[config.mk]
export PLATFORM = sky130hd
export DESIGN_NAME = fetch_stage
export DESIGN_NICKNAME = d
export VERILOG_FILES = /design/src/rtl/fetch_stage.sv
export SDC_FILE = /design/constraint.sdc
export NUM_CORES = 1
export LEC_CHECK = 0
export BUFFER_PORTS_ARGS = -buffer_cell sky130_fd_sc_hd__buf_2
export CORE_ASPECT_RATIO = 1.1
export CORE_MARGIN = 2
export CORE_UTILIZATION = 45
export CTS_BUF_LIST = sky130_fd_sc_hd__clkbuf_4 sky130_fd_sc_hd__clkbuf_8
export DETAILED_ROUTE_END_ITERATION = 8
export GPL_TIMING_DRIVEN = 0
export PLACE_DENSITY = 0.85
export SKIP_CTS_REPAIR_TIMING = 1
export SYNTH_ARGS = -nofsm -noshare
export SYNTH_HDL_FRONTEND = slang
export SYNTH_SLANG_ARGS = --single-unit
[constraint.sdc]
create_clock -name clk -period 2.2 [get_ports clk]
set_clock_uncertainty 0.2 [all_clocks]
set_input_delay 0.44 -clock clk [delete_from_list [all_inputs] [get_ports clk]]
set_output_delay 0.44 -clock clk [all_outputs]
set_load 0.01 [all_outputs]
[src/rtl/fetch_stage.sv]
// Instruction fetch: PC register, BOOT/RUN/HALT control FSM and the IF/ID pipeline register.
// Optional macro FETCH_ALIGN_CHECK_EN word-aligns redirect targets and pulses misalign_err.
module fetch_stage #(
    parameter logic [31:0] RESET_PC = 32'h0000_0000
) (
    input  logic        clk,
    input  logic        rst_n,
    input  logic        stall,
    input  logic        flush,
    input  logic        redirect,
    input  logic [31:0] redirect_pc,
    output logic [31:0] imem_addr,
    input  logic [31:0] imem_rdata,
    output logic [31:0] if_pc,
    output logic [31:0] if_pc_plus4,
    output logic [31:0] if_instr,
    output logic        if_valid,
    output logic        halted,
    output logic        misalign_err
);

    localparam logic [31:0] NOP_INSTR   = 32'h0000_0013;
    localparam logic [31:0] ECALL_INSTR = 32'h0000_0073;

    typedef enum logic [1:0] {
        BOOT = 2'd0,
        RUN  = 2'd1,
        HALT = 2'd2
    } state_t;

    state_t      state_q, state_d;
    logic [31:0] pc_q, pc_d;
    logic [31:0] if_pc_q, if_pc_d;
    logic [31:0] if_pc_plus4_q, if_pc_plus4_d;
    logic [31:0] if_instr_q, if_instr_d;
    logic        if_valid_q, if_valid_d;
    logic [31:0] pc_plus4;
    logic [31:0] redirect_target;

    // Natural 32-bit overflow gives the required wrap from FFFF_FFFC to 0.
    assign pc_plus4 = pc_q + 32'd4;

`ifdef FETCH_ALIGN_CHECK_EN
    logic misalign_q, misalign_d;

    assign redirect_target = {redirect_pc[31:2], 2'b00};
    // Every state accepts a redirect, so the pulse needs no state qualification.
    assign misalign_d      = redirect && (redirect_pc[1:0] != 2'b00);
    assign misalign_err    = misalign_q;

    always_ff @(posedge clk or negedge rst_n) begin
        if (!rst_n) begin
            misalign_q <= 1'b0;
        end else begin
            misalign_q <= misalign_d;
        end
    end
`else
    assign redirect_target = redirect_pc;
    assign misalign_err    = 1'b0;
`endif

    always_comb begin
        state_d       = state_q;
        pc_d          = pc_q;
        if_pc_d       = 32'h0;
        if_pc_plus4_d = 32'h0;
        if_instr_d    = NOP_INSTR;
        if_valid_d    = 1'b0;

        case (state_q)
            BOOT: begin
                if (redirect) begin
                    pc_d = redirect_target;
                end
                state_d = RUN;
            end
            RUN: begin
                if (redirect) begin
                    pc_d = redirect_target;
                end else if (stall) begin
                    if_pc_d       = if_pc_q;
                    if_pc_plus4_d = if_pc_plus4_q;
                    if_instr_d    = if_instr_q;
                    if_valid_d    = if_valid_q;
                end else if (flush) begin
                    pc_d = pc_plus4;
                end else begin
                    pc_d          = pc_plus4;
                    if_pc_d       = pc_q;
                    if_pc_plus4_d = pc_plus4;
                    if_instr_d    = imem_rdata;
                    if_valid_d    = 1'b1;
                    if (imem_rdata == ECALL_INSTR) begin
                        state_d = HALT;
                    end
                end
            end
            HALT: begin
                if (redirect) begin
                    pc_d    = redirect_target;
                    state_d = RUN;
                end
            end
            default: begin
                state_d = BOOT;
            end
        endcase
    end

    always_ff @(posedge clk or negedge rst_n) begin
        if (!rst_n) begin
            state_q       <= BOOT;
            pc_q          <= RESET_PC;
            if_pc_q       <= 32'h0;
            if_pc_plus4_q <= 32'h0;
            if_instr_q    <= NOP_INSTR;
            if_valid_q    <= 1'b0;
        end else begin
            state_q       <= state_d;
            pc_q          <= pc_d;
            if_pc_q       <= if_pc_d;
            if_pc_plus4_q <= if_pc_plus4_d;
            if_instr_q    <= if_instr_d;
            if_valid_q    <= if_valid_d;
        end
    end

    assign imem_addr   = pc_q;
    assign if_pc       = if_pc_q;
    assign if_pc_plus4 = if_pc_plus4_q;
    assign if_instr    = if_instr_q;
    assign if_valid    = if_valid_q;
    assign halted      = (state_q == HALT);

endmodule

==> After elaboration in Yosys (flattened, before gate mapping) <==
Cells that the tools add are included.
{ "totals": {"register_bits": 131, "input_bits": 69, "output_inout_bits": 131, "elab_cells": 48} }
{ "classes": {"n_addsub": 1, "eq_ne": 10, "n_mux": 26, "reduce_logical": 5} }
{ "ops": {"columns": ["op", "count"], "rows": [
  ["$mux W32", 15],
  ["$pmux W32 S2", 1],
  ["$add A32 B3 Y32 const B", 1],
  ["$eq A32 B7 Y1 const B", 1],
  ["$mux W2", 5],
  ["$ne A2 B2 Y1 const B", 5],
  ["$pmux W2 S3", 1],
  ["$reduce_and A5 Y1", 1],
  ["$mux W1", 4],
  ["$ne A3 B3 Y1 const B", 1],
  ["$reduce_and A3 Y1", 1],
  ["$eq A2 B1 Y1 const B", 1],
  ["$eq A2 B2 Y1 const B", 1],
  ["$logic_not A2 Y1", 1],
  ["$ne A2 B1 Y1 const B", 1],
  ["$reduce_bool A2 Y1", 1],
  ["$reduce_or A2 Y1", 1]
]} }

==> Logic depth before layout (Yosys ltp) <==
Gate-level depths: netlist (run 1).
{ "logic_depth": {"depth_word": 6, "mapped_depth": 7, "depth_no_buf": 5} }

==> Worst setup path before layout (run 1) <==
No wires, ideal clock.
{ "synth_path": {"path_type": "reg-to-reg", "start": "register pc_q[2] (netlist: imem_addr[2])", "end": "register pc_q[20] (netlist: imem_addr[20])", "setup_time_ns": 0.069, "t_arrival_ns": 2.109, "t_required_ns": 1.931, "path_slack_ns": -0.178, "stages_incl_launch_ff": 6, "path_buffers": 0, "period_less_slack_ns": 2.378, "cell_sequence": "dfrtp_1 -> ha_1 -> nand3_2 -> or4_4 -> or4b_2 -> nand3_1"} }
{ "synth_between": {"elab_chain_cells": 4} }
{ "synth_rtl": {"columns": ["element", "line", "rtl"], "rows": [
  ["from (decl)", "32", "logic [31:0] pc_q, pc_d;"],
  ["from (signal assigned)", "121", "pc_q <= pc_d;"],
  ["$add A32 B3 Y32", "41", "assign pc_plus4 = pc_q + 32'd4;"],
  ["$mux W32", "81", "end else if (stall) begin"],
  ["$mux W32", "79", "if (redirect) begin"],
  ["$pmux W32 S2", "71", "case (state_q)"]
]} }
No other way between the ends. The select of a mux whose other input is x is not followed.
A chain may end at the register's enable or synchronous reset.

==> Worst setup path in the final report (run 1) <==
{ "layout_path": {"start": "register pc_q[7] (netlist: imem_addr[7])", "end": "register if_pc_plus4_q[31] (netlist: if_pc_plus4[31])"} }
{ "layout_between": {"elab_chain_cells": 5} }
{ "layout_rtl": {"columns": ["element", "line", "rtl"], "rows": [
  ["$add A32 B3 Y32", "41", null],
  ["$mux W32", "86", "end else if (flush) begin"],
  ["$mux W32", "81", null],
  ["$mux W32", "79", null],
  ["$mux W32", "71", null],
  ["to (signal assigned)", "123", "if_pc_plus4_q <= if_pc_plus4_d;"],
  ["to (decl)", "34", "logic [31:0] if_pc_plus4_q, if_pc_plus4_d;"]
]} }
No other way between the ends. The select of a mux whose other input is x is not followed.

==> results of run 1 <==
==> cell usage after synthesis (4+ instances only) <==
cell and n:
a21oi_1 13, a22o_1 60, a22oi_1 4, a2bb2oi_1 6, a32oi_1 13, and2_1 4
and3_1 5, buf_1 9, buf_2 14, clkbuf_1 39, dfrtp_1 126, inv_1 4
nand2_1 62, nand3_1 35, nand4_1 17, nor2_1 23, nor3_1 5, nor4_1 12
o211ai_1 26, o21ai_0 27, o22a_1 5, o22ai_1 5, o2bb2ai_1 4, or3_1 4
or4_1 10, or4b_2 5, xnor2_1 7, xor2_1 8
==> through the flow <==
step                util, %  worst slack [ns]  instances
finish                 62.2           -0.0547       1032
CTS                    59.3            -0.429       1012
global placement       55.8             -1.41        979
global route           62.2            -0.127       1032
detailed placement     56.0            -0.680        980
floorplan                 -           0.00208        597
==> flip-flops by register name (all words and copies together), names as in the netlist <==
name / cells
if_pc_plus4: 30
if_instr: 32
if_valid: 1
imem_addr: 32
state_q: 2
if_pc: 32
==> power groups by stage <==
stage	registers [W]	clock network, W	logic [W]
CTS	0.00266	0.00225	0.00105
finish	0.00268	0.00222	0.00117
floorplan	0.00276	0	0.000501
detailed placement	0.00270	0	0.00104
global route	0.00270	0.00235	0.00125
global placement	0.00270	0	0.00101
==> routing by layer <==
layer	vias up	global-route usage (%)	wire length (um)
li1	2733	-	-
met1	2999	36.8	8000
met2	369	42.0	9810
met3	46	6.83	1970
met4	0	11.4	555
met5	-	0	0
==> layout make-up <==
cell class              count  area share [%]
plain buffers              61            4.68
clock buffers              24            3.77
clock inverters             8            1.52
inverters                   4           0.182
multi-input cells         397            33.0
flip-flops and latches    129            39.3
well taps                 184            2.79
repair buffers            225            14.8
==> layout by cell type, fill, tap and decap left out, types with 6 or more instances in the layout <==
cell,netlist,routed
buf_2,14,202
dfrtp_1,126,117
nand2_1,62,61
a22o_1,60,60
buf_4,3,33
nand3_1,35,30
o21ai_0,27,26
o211ai_1,26,26
nor2_1,23,23
clkbuf_2,1,22
clkbuf_8,0,21
nand4_1,17,17
buf_6,1,13
a21oi_1,13,13
a32oi_1,13,13
clkbuf_1,39,10
nor4_1,12,9
or4_1,10,9
dfrtp_2,0,9
xor2_1,8,8
xnor2_1,7,7
a2bb2oi_1,6,6
==> worst max-delay path, delay by kind of cell, from the launching register on <==
kind | cells | cell delay (ns)
and+or+nand+nor | 4 | 1.26
DFF | 1 | 0.37
buffers and inverters | 2 | 0.37
==> worst max-delay path by stage <==
stage	cells past startpoint	start	end
floorplan	6	imem_addr[20]$_DFFE_PN0P_	if_pc_plus4[26]$_DFFE_PN0P_
global placement	1	rst_n	imem_addr[2]$_DFFE_PN0P_
detailed placement	7	redirect	imem_addr[18]$_DFFE_PN0P_
CTS	6	state_q[0]$_DFFE_PN0P_	imem_addr[18]$_DFFE_PN0P_
global route	6	imem_addr[7]$_DFFE_PN0P_	if_pc_plus4[22]$_DFFE_PN0P_
finish	6	imem_addr[7]$_DFFE_PN0P_	if_pc_plus4[31]$_DFFE_PN0P_
==> logic make-up (layout without fill, tap and decap cells) <==
group / count (synthesis) / after routing / synth area share [%]
xor gates and xnor gates: 15 / 15 / 2.14
adders and majority gates: 1 / 1 / 0.204
DFF: 129 / 129 / 52.7
other: 1 / 1 / 0.0611
muxes: 2 / 2 / 0.367
buffers and inverters: 71 / 322 / 4.95
AOI/OAI and AO/OA: 170 / 170 / 20.9
and+or+nand+nor: 208 / 208 / 18.7
==> metrics.md, run 1 <==
| Metric | Value |
|---|---|
| Final setup TNS | -0.124 ns |
| Hold path depth | 2 |
| RSZ-0062 raised after global routing | yes |
| Global-route wire length before repair | 30400 um |
| Mapped Avg Cell Area | 10.3 sq um |
| Initial Util | 46.2% |
| # diodes | 0 |
| Register area | 0.00324 sq mm |
| Gate power share | 19.3% |
| Slowest CP cell | or4_4 |
| Grt ovf | 0 |
| Iter 0 DRT Violations | 741 |
| Number of enable flip-flop cells after synthesis | 0 |
| Gate Count Post-Synth | 597 |
| Layout area overhead | 34.6% |
| Reg-to-reg startpoint | imem_addr[7]$_DFFE_PN0P_ |
| Post-route minimum period | 2.25 ns |
| Final-stage net count | 905 |
| CORE AREA | 0.0133 sq mm |
| Post-synthesis sequential element count | 129 |
| Status | complete, but fails checks |
| Req. time, crit path | 2.40 ns |
| Critical path class | reg -> reg |
| Hold Path Sink | if_instr[1]$_DFFE_PN1P_ |
| FF-to-FF setup slack | -0.05 ns |
| Syn_nets | 667 |
| Final number of setup-violating endpoints | 4 |
| Gpl congestion | 0.904 |
| Fillers | 1113 |
| Design area | 0.00826 sq mm |
| Reg clk slew, reported paths | 0.08 ns |
| Worst hold slack | 0.0159 ns |
| Hold Startpoint | imem_rdata[1] |
| Power density cells | 736 mW/mm^2 |
| Vias in the first global route | 5527 |
| # IOs | 200 |
| GRT Util Overall | 27.3% |
| CTS sink count | 129 |
| Clock latency on the worst-skew pair | 0.45 ns |
| Root Driver | clkbuf_8 |
| DRT antenna net count | 0 |
| Worst-path cell chain | buf_6 -> nand4_1 -> buf_4 -> or4_4 -> or4_1 -> nand3_1 |
| Die ar. | 0.0146 sq mm |
| Largest stage delay on the critical path | 0.58 ns |
| Final-report hold violation count | 0 |
| Peak supply drop | 0.000507 V |
| Synth async-reset ratio | 100% |
| Fmax | 444 MHz |
| Crit. End Element | flop |
| CTS tree | built |
| Ys flop type | dfrtp_1 |
| Clock power share | 36.6% |
| Via density | 5.96 |
| Initial DRT Pass Iterations | 7 |
| Distinct cells, synth | 55 |
| Pin count of the biggest net entering global routing | 85 |
| Tightest Hold Check Type | in -> reg |
| Seq/Total Area, Yosys | 52.7% |
| Final Cycle Share | 102% |
| # H-tree levels | 4 |
| Max cap viols | 0 |
| Drt total wl | 20300 um |
| Worst-margin pin slew | 0.661 ns |
| Post-DP HPWL | 14400 um |
| Overall Power | 0.00608 W |
| Switch Pwr | 0.00177 W |
| Port Buffers | 198 |
| LEAKAGE | 4.03 nW |
| TritonCTS buffer count | 17 |
| Fin worst setup slack | -0.0547 ns |
| Sw Ratio | 29.1% |
| Syn Std Cell Area | 0.00614 sq mm |
| Yosys warnings | 0 |
| Share of power burned in registers | 44.1% |
| Die Span X | 115 um |
| Internal Power | 0.00431 W |
| Placed inst area | 0.00743 sq mm |
| Vias | 6147 |
| Clock Path Buffers | 2 |
| Initial antenna violation count | 0 |
| Top post-synthesis cells by area | dfrtp_1, a22o_1, nand2_1 |
| Largest area contributor in the netlist | dfrtp_1 |
| Worst-path maximum fanout | 10 |
| Arrival @ worst endpoint | 2.45 ns |
| Die Y | 126 um |
| Share of cells above drive strength 1 | 40.8% |
| Slew Viols, Final | 0 |
| Failing checks | setup timing |
| DR WL/cell | 19.7 um |
| R2R Path End | if_pc_plus4[31]$_DFFE_PN0P_ |
| Share of the synthesized area in the top cell type | 51.4% |
| Startpoint types | flop |
| Area of the multi-input gates | 0.00272 sq mm |
| # rows | 44 |
| Slew headroom | 55.9% |
| R2R depth | 6 |
| DRC viols | 0 |
No activity file was read; power rests on OpenSTA's default activity.
==> run 2, diff against run 1 <==
--- a/config.mk
+++ b/config.mk
@@ -6,7 +6,7 @@
 export NUM_CORES = 1
 export LEC_CHECK = 0
 export BUFFER_PORTS_ARGS = -buffer_cell sky130_fd_sc_hd__buf_2
-export CORE_ASPECT_RATIO = 1.1
+export CORE_ASPECT_RATIO = 2
 export CORE_MARGIN = 2
 export CORE_UTILIZATION = 45
 export CTS_BUF_LIST = sky130_fd_sc_hd__clkbuf_4 sky130_fd_sc_hd__clkbuf_8
==> constraint.sdc (replaced) <==
create_clock -name clk -period 1.9 [get_ports clk]
set_clock_uncertainty 0.2 [all_clocks]
set_input_delay 0.38 -clock clk [delete_from_list [all_inputs] [get_ports clk]]
set_output_delay 0.38 -clock clk [all_outputs]
set_load 0.01 [all_outputs]
==> metrics.md, run 2 (same netlist as run 1, synthesis figures left out) <==
| Metric | Value |
|---|---|
| Initial Util | 45.9% |
| Clock latency on the worst-skew pair | 0.46 ns |
| Vias | 6694 |
| Root Driver | clkbuf_8 |
| CTS sink count | 129 |
| Largest stage delay on the critical path | 0.53 ns |
| # IOs | 200 |
| Grt ovf | 0 |
| Most common cell after layout, fill and taps aside | buf_2 |
| # diodes | 0 |
| Post-route minimum period | 2.23 ns |
| Slowest CP cell | or4_4 |
| Worst-margin pin slew | 0.637 ns |
| Gpl congestion | 0.975 |
| Iter 0 DRT Violations | 687 |
| # rows | 60 |
| Reg clk slew, reported paths | 0.08 ns |
| Arrival @ worst endpoint | 2.42 ns |
| Slew headroom | 57.5% |
| CORE AREA | 0.0134 sq mm |
| DRC viols | 0 |
| Port Buffers | 198 |
| CTS tree | built |
| Req. time, crit path | 2.09 ns |
| Vias in the first global route | 5862 |
| Clock power share | 36.4% |
| Switch Pwr | 0.00226 W |
| Post-DP HPWL | 15600 um |
| Initial DRT Pass Iterations | 7 |
| Worst-path maximum fanout | 10 |
| Placed insts | 951 |
| Fin cells | 1052 |
| CP delay by family, top | simple AND/OR/NAND/NOR gates |
| Slew Viols, Final | 0 |
| Final Cycle Share | 117% |
| GRT Util Overall | 28.9% |
| DR WL/cell | 22.6 um |
| Fillers | 967 |
| # H-tree levels | 4 |
| Startpoint types | flop |
| Tightest Hold Check Type | in -> reg |
| Max cap viols | 0 |
| RSZ-0062 raised after global routing | yes |
| Die Span X | 86.6 um |
| WL met1 | 8110 um |
| Power density cells | 819 mW/mm^2 |
| Commonest non-fill, non-tap cells in the layout | buf_2, dfrtp_1, nand2_1, a22o_1, buf_4 |
| Gate power share | 21.6% |
| DRT antenna net count | 0 |
| Fmax | 449 MHz |
| Final number of setup-violating endpoints | 33 |
| LEAKAGE | 4.42 nW |
| Global-route wire length before repair | 32400 um |
| Die ar. | 0.0146 sq mm |
| Peak supply drop | 0.000613 V |
| Initial antenna violation count | 0 |
| TritonCTS buffer count | 17 |
| Critical path class | reg -> reg |
| WL met3 | 1890 um |
| Drt total wl | 23800 um |
| Highest Signal Layer | met4 |
| Crit path top cell by count | buf_6 |
| Internal Power | 0.00514 W |
| Sw Ratio | 30.6% |
| Final-stage net count | 955 |
| Failing checks | hold timing, setup timing |
| FF-to-FF setup slack | -0.33 ns |
| Crit path buf inv count | 3 |
| Final setup TNS | -6.20 ns |
| Status | complete, but fails checks |
| Worst hold slack | -0.0259 ns |
| Via density | 6.36 |
| Worst-path cell chain | buf_6 -> nand4_1 -> buf_6 -> or4_4 -> buf_6 -> or4_1 -> nand3_1 |
| Clock Path Buffers | 2 |
| Fin worst setup slack | -0.326 ns |
| Share of power burned in registers | 42.0% |
| Met2 wire len | 12300 um |
| Layout area overhead | 47.3% |
| Crit. End Element | flop |
| Final-report hold violation count | 3 |
| Share of cells above drive strength 1 | 44.8% |
| Pin count of the biggest net entering global routing | 94 |
| Die Y | 169 um |
==> run 2: power groups by stage <==
stage | sequential [W] | combinational [W] | clock, W
finish | 0.00311 | 0.00160 | 0.00269
global route | 0.00312 | 0.00169 | 0.00280
CTS | 0.00309 | 0.00128 | 0.00268
detailed placement | 0.00314 | 0.00127 | 0
global placement | 0.00314 | 0.00124 | 0
floorplan | 0.00320 | 0.000635 | 0
==> run 2: cell type report <==
cell class | count | area, sq um | share of cell area, %
sequential | 129 | 3240 | 35.9
multi-input combinational | 397 | 2920 | 32.4
timing repair buffer | 274 | 1700 | 18.8
buffer | 62 | 519 | 5.75
clock buffer | 19 | 262 | 2.89
tap | 155 | 194 | 2.15
clock inverter | 12 | 184 | 2.04
inverter | 4 | 15.0 | 0.166
==> run 2: final timing paths <==
kind / from / cells after the start / endpoint
max: imem_addr[6]$_DFFE_PN0P_ / 7 / if_pc_plus4[24]$_DFFE_PN0P_
min: imem_rdata[7] / 2 / if_instr[7]$_DFFE_PN0P_
max reg2reg: imem_addr[6]$_DFFE_PN0P_ / 7 / if_pc_plus4[24]$_DFFE_PN0P_
min reg2reg: if_pc[30]$_DFFE_PN0P_ / 2 / if_pc[30]$_DFFE_PN0P_
max in group asynchronous: rst_n / 3 / if_pc_plus4[23]$_DFFE_PN0P_
min in group asynchronous: rst_n / 2 / if_pc[5]$_DFFE_PN0P_
==> run 2: worst reg2reg max path, cell delays in order, from the launching register on <==
cell and delay (ns):
dfrtp_1 0.37, buf_6 0.12, nand4_1 0.13, buf_6 0.16, or4_4 0.53, buf_6 0.18
or4_1 0.40, nand3_1 0.08
==> run 2: routing by layer <==
| layer | GRT usage (%) | vias up |
|---|---|---|
| li1 | - | 2825 |
| met1 | 32.7 | 3251 |
| met2 | 50.0 | 496 |
| met3 | 5.30 | 122 |
| met4 | 16.6 | 0 |
| met5 | 0 | - |
==> run 2: metrics by stage <==
stage	total power, W	worst slack, ns	hold WS, ns	instance area, sq um	utilization [%]
after CTS	0.00705	-0.674	-0.380	8020	60.0
after global routing	0.00762	-0.378	-0.00656	9040	67.6
after floorplan	0.00384	-0.222	-0.116	6350	-
after global placement	0.00438	-1.67	0.249	7540	56.4
final	0.00740	-0.326	-0.0259	9040	67.6
after detailed placement	0.00441	-0.866	0.106	7570	56.7
==> run 3, diff against run 2 <==
==> constraint.sdc (replaced) <==
create_clock -name clk -period 1.9 [get_ports clk]
set_clock_uncertainty 0.2 [all_clocks]
set_input_delay 0.38 -clock clk [delete_from_list [all_inputs] [get_ports clk]]
set_output_delay 0.38 -clock clk [all_outputs]
set_load 0.1 [all_outputs]
==> metrics.md, run 3 (same netlist as run 1, synthesis figures left out) <==
| Metric | Value |
|---|---|
| Iter 0 DRT Violations | 809 |
| Failing checks | hold timing, setup timing |
| Status | complete, but fails checks |
| Req. time, crit path | 2.05 ns |
| Share of cells above drive strength 1 | 47.2% |
| Final Cycle Share | 125% |
| Crit. End Element | flop |
| Die Span X | 86.6 um |
| Post-route minimum period | 2.38 ns |
| TritonCTS buffer count | 17 |
| Peak supply drop | 0.000696 V |
| Fillers | 916 |
| Pin count of the biggest net entering global routing | 92 |
| Fmax | 420 MHz |
| Final-report hold violation count | 4 |
| Worst-path maximum fanout | 8 |
| # rows | 60 |
| Vias in the first global route | 6235 |
| DRT antenna net count | 0 |
| Critical path class | reg -> reg |
| Die Y | 169 um |
| Drt total wl | 24400 um |
| Slew Viols, Final | 0 |
| Grt ovf | 0 |
| Post-layout util | 69.4% |
| Initial DRT Pass Iterations | 6 |
| Largest stage delay on the critical path | 0.63 ns |
| Power density cells | 913 mW/mm^2 |
| Crit path buf inv count | 3 |
| Final-stage net count | 958 |
| Port Buffers | 198 |
| Arrival @ worst endpoint | 2.53 ns |
| Via density | 6.47 |
| Worst-path cell chain | buf_2 -> nand4_1 -> or4_4 -> buf_8 -> buf_6 -> o211ai_1 -> nand3_2 |
| Clock Path Buffers | 2 |
| CP delay by family, top | simple AND/OR/NAND/NOR gates |
| Reg clk slew, reported paths | 0.09 ns |
| RSZ-0062 raised after global routing | yes |
| # IOs | 200 |
| Initial antenna violation count | 1 |
| Clock latency on the worst-skew pair | 0.47 ns |
| Final setup TNS | -10.08 ns |
| LEAKAGE | 4.43 nW |
| Slew headroom | 55.1% |
| CORE AREA | 0.0134 sq mm |
| Worst-margin pin slew | 0.674 ns |
| Placed inst area | 0.00766 sq mm |
| Tightest Hold Check Type | in -> reg |
| Layout area overhead | 51.0% |
| Design area | 0.00927 sq mm |
| Global-route wire length before repair | 33000 um |
| Fin worst setup slack | -0.480 ns |
| Overall Power | 0.00846 W |
| DRC viols | 0 |
| GRT Util Overall | 29.5% |
| CTS sink count | 129 |
| Die ar. | 0.0146 sq mm |
| Setup WS pre-CTS | -0.769 ns |
| Startpoint types | flop |
| Max cap viols | 0 |
| DR WL/cell | 23.1 um |
| Root Driver | clkbuf_8 |
| Slowest CP cell | or4_4 |
| Gpl congestion | 0.973 |
| Worst hold slack | -0.0239 ns |
| Initial Util | 45.9% |
| Most common cell after layout, fill and taps aside | buf_2 |
| # H-tree levels | 4 |
| Vias | 6842 |
| Post-DP HPWL | 15500 um |
| Final number of setup-violating endpoints | 38 |
| CTS tree | built |
| Commonest non-fill, non-tap cells in the layout | buf_2, dfrtp_1, nand2_1, a22o_1, buf_4 |
## run 3: cell types whose count changed in the layout (fill, tap and decap cells not counted), moves of 6 or more
cell | previous run | this run
dlygate4sd3_1 | 31 | 37
buf_2 | 201 | 171
buf_6 | 33 | 41
dfrtp_4 | 0 | 25
clkbuf_4 | 10 | 24
inv_6 | 0 | 7
dfrtp_1 | 119 | 95
## run 3: worst register-to-register path, cell delays in order, from the launching register on
cell and delay, ns:
dfrtp_4 0.40, buf_2 0.23, nand4_1 0.19, or4_4 0.63
buf_8 0.18, buf_6 0.12, o211ai_1 0.24, nand3_2 0.09
## run 3: final cells by class
type,count,area (sq um),area share [%]
tap,155,194,2.09
clock inverter,15,148,1.59
sequential,129,3330,36.0
antenna,2,5.00,0.0540
timing repair buffer,273,1830,19.8
buffer,66,583,6.29
inverter,4,15.0,0.162
clock buffer,17,234,2.52
multi-input combinational,397,2930,31.6
## run 3: where the power goes
group	leakage (nW)	internal, W	switching, W	total [W]
Clock	0.187	0.00107	0.00128	0.00235
Combinational	2.59	0.000762	0.00220	0.00296
Sequential	1.65	0.00297	0.000182	0.00315
Total	4.43	0.00480	0.00366	0.00846
## run 3: routing by layer
metal	GRT usage (%)	up-vias	part of all wire (%)
met5	0	-	0
met4	18.5	0	8.2
met3	7.64	182	8.8
met2	49.6	543	50
met1	32.5	3279	33
li1	-	2838	-
## run 3: final timing paths
check	cells after the start	endpoint	slack, ns	startpoint
worst max-delay path	7	imem_addr[24]$_DFFE_PN0P_	-0.48	imem_addr[17]$_DFFE_PN0P_
worst min-delay path	3	imem_addr[2]$_DFFE_PN0P_	-0.02	redirect_pc[2]
worst max register to register	7	imem_addr[24]$_DFFE_PN0P_	-0.48	imem_addr[17]$_DFFE_PN0P_
worst min register to register	2	if_pc[28]$_DFFE_PN0P_	0.28	if_pc[28]$_DFFE_PN0P_
max in group asynchronous	3	imem_addr[8]$_DFFE_PN0P_	0.49	rst_n
min in group asynchronous	2	imem_addr[22]$_DFFE_PN0P_	0.17	rst_n
## run 3: per-stage QoR
stage | std cells | hold WS (ns)
CTS | 983 | -0.392
global route | 1057 | 0.00294
floorplan | 597 | -0.116
global placement | 950 | 0.250
finish | 1058 | -0.0239
detailed placement | 951 | 0.102
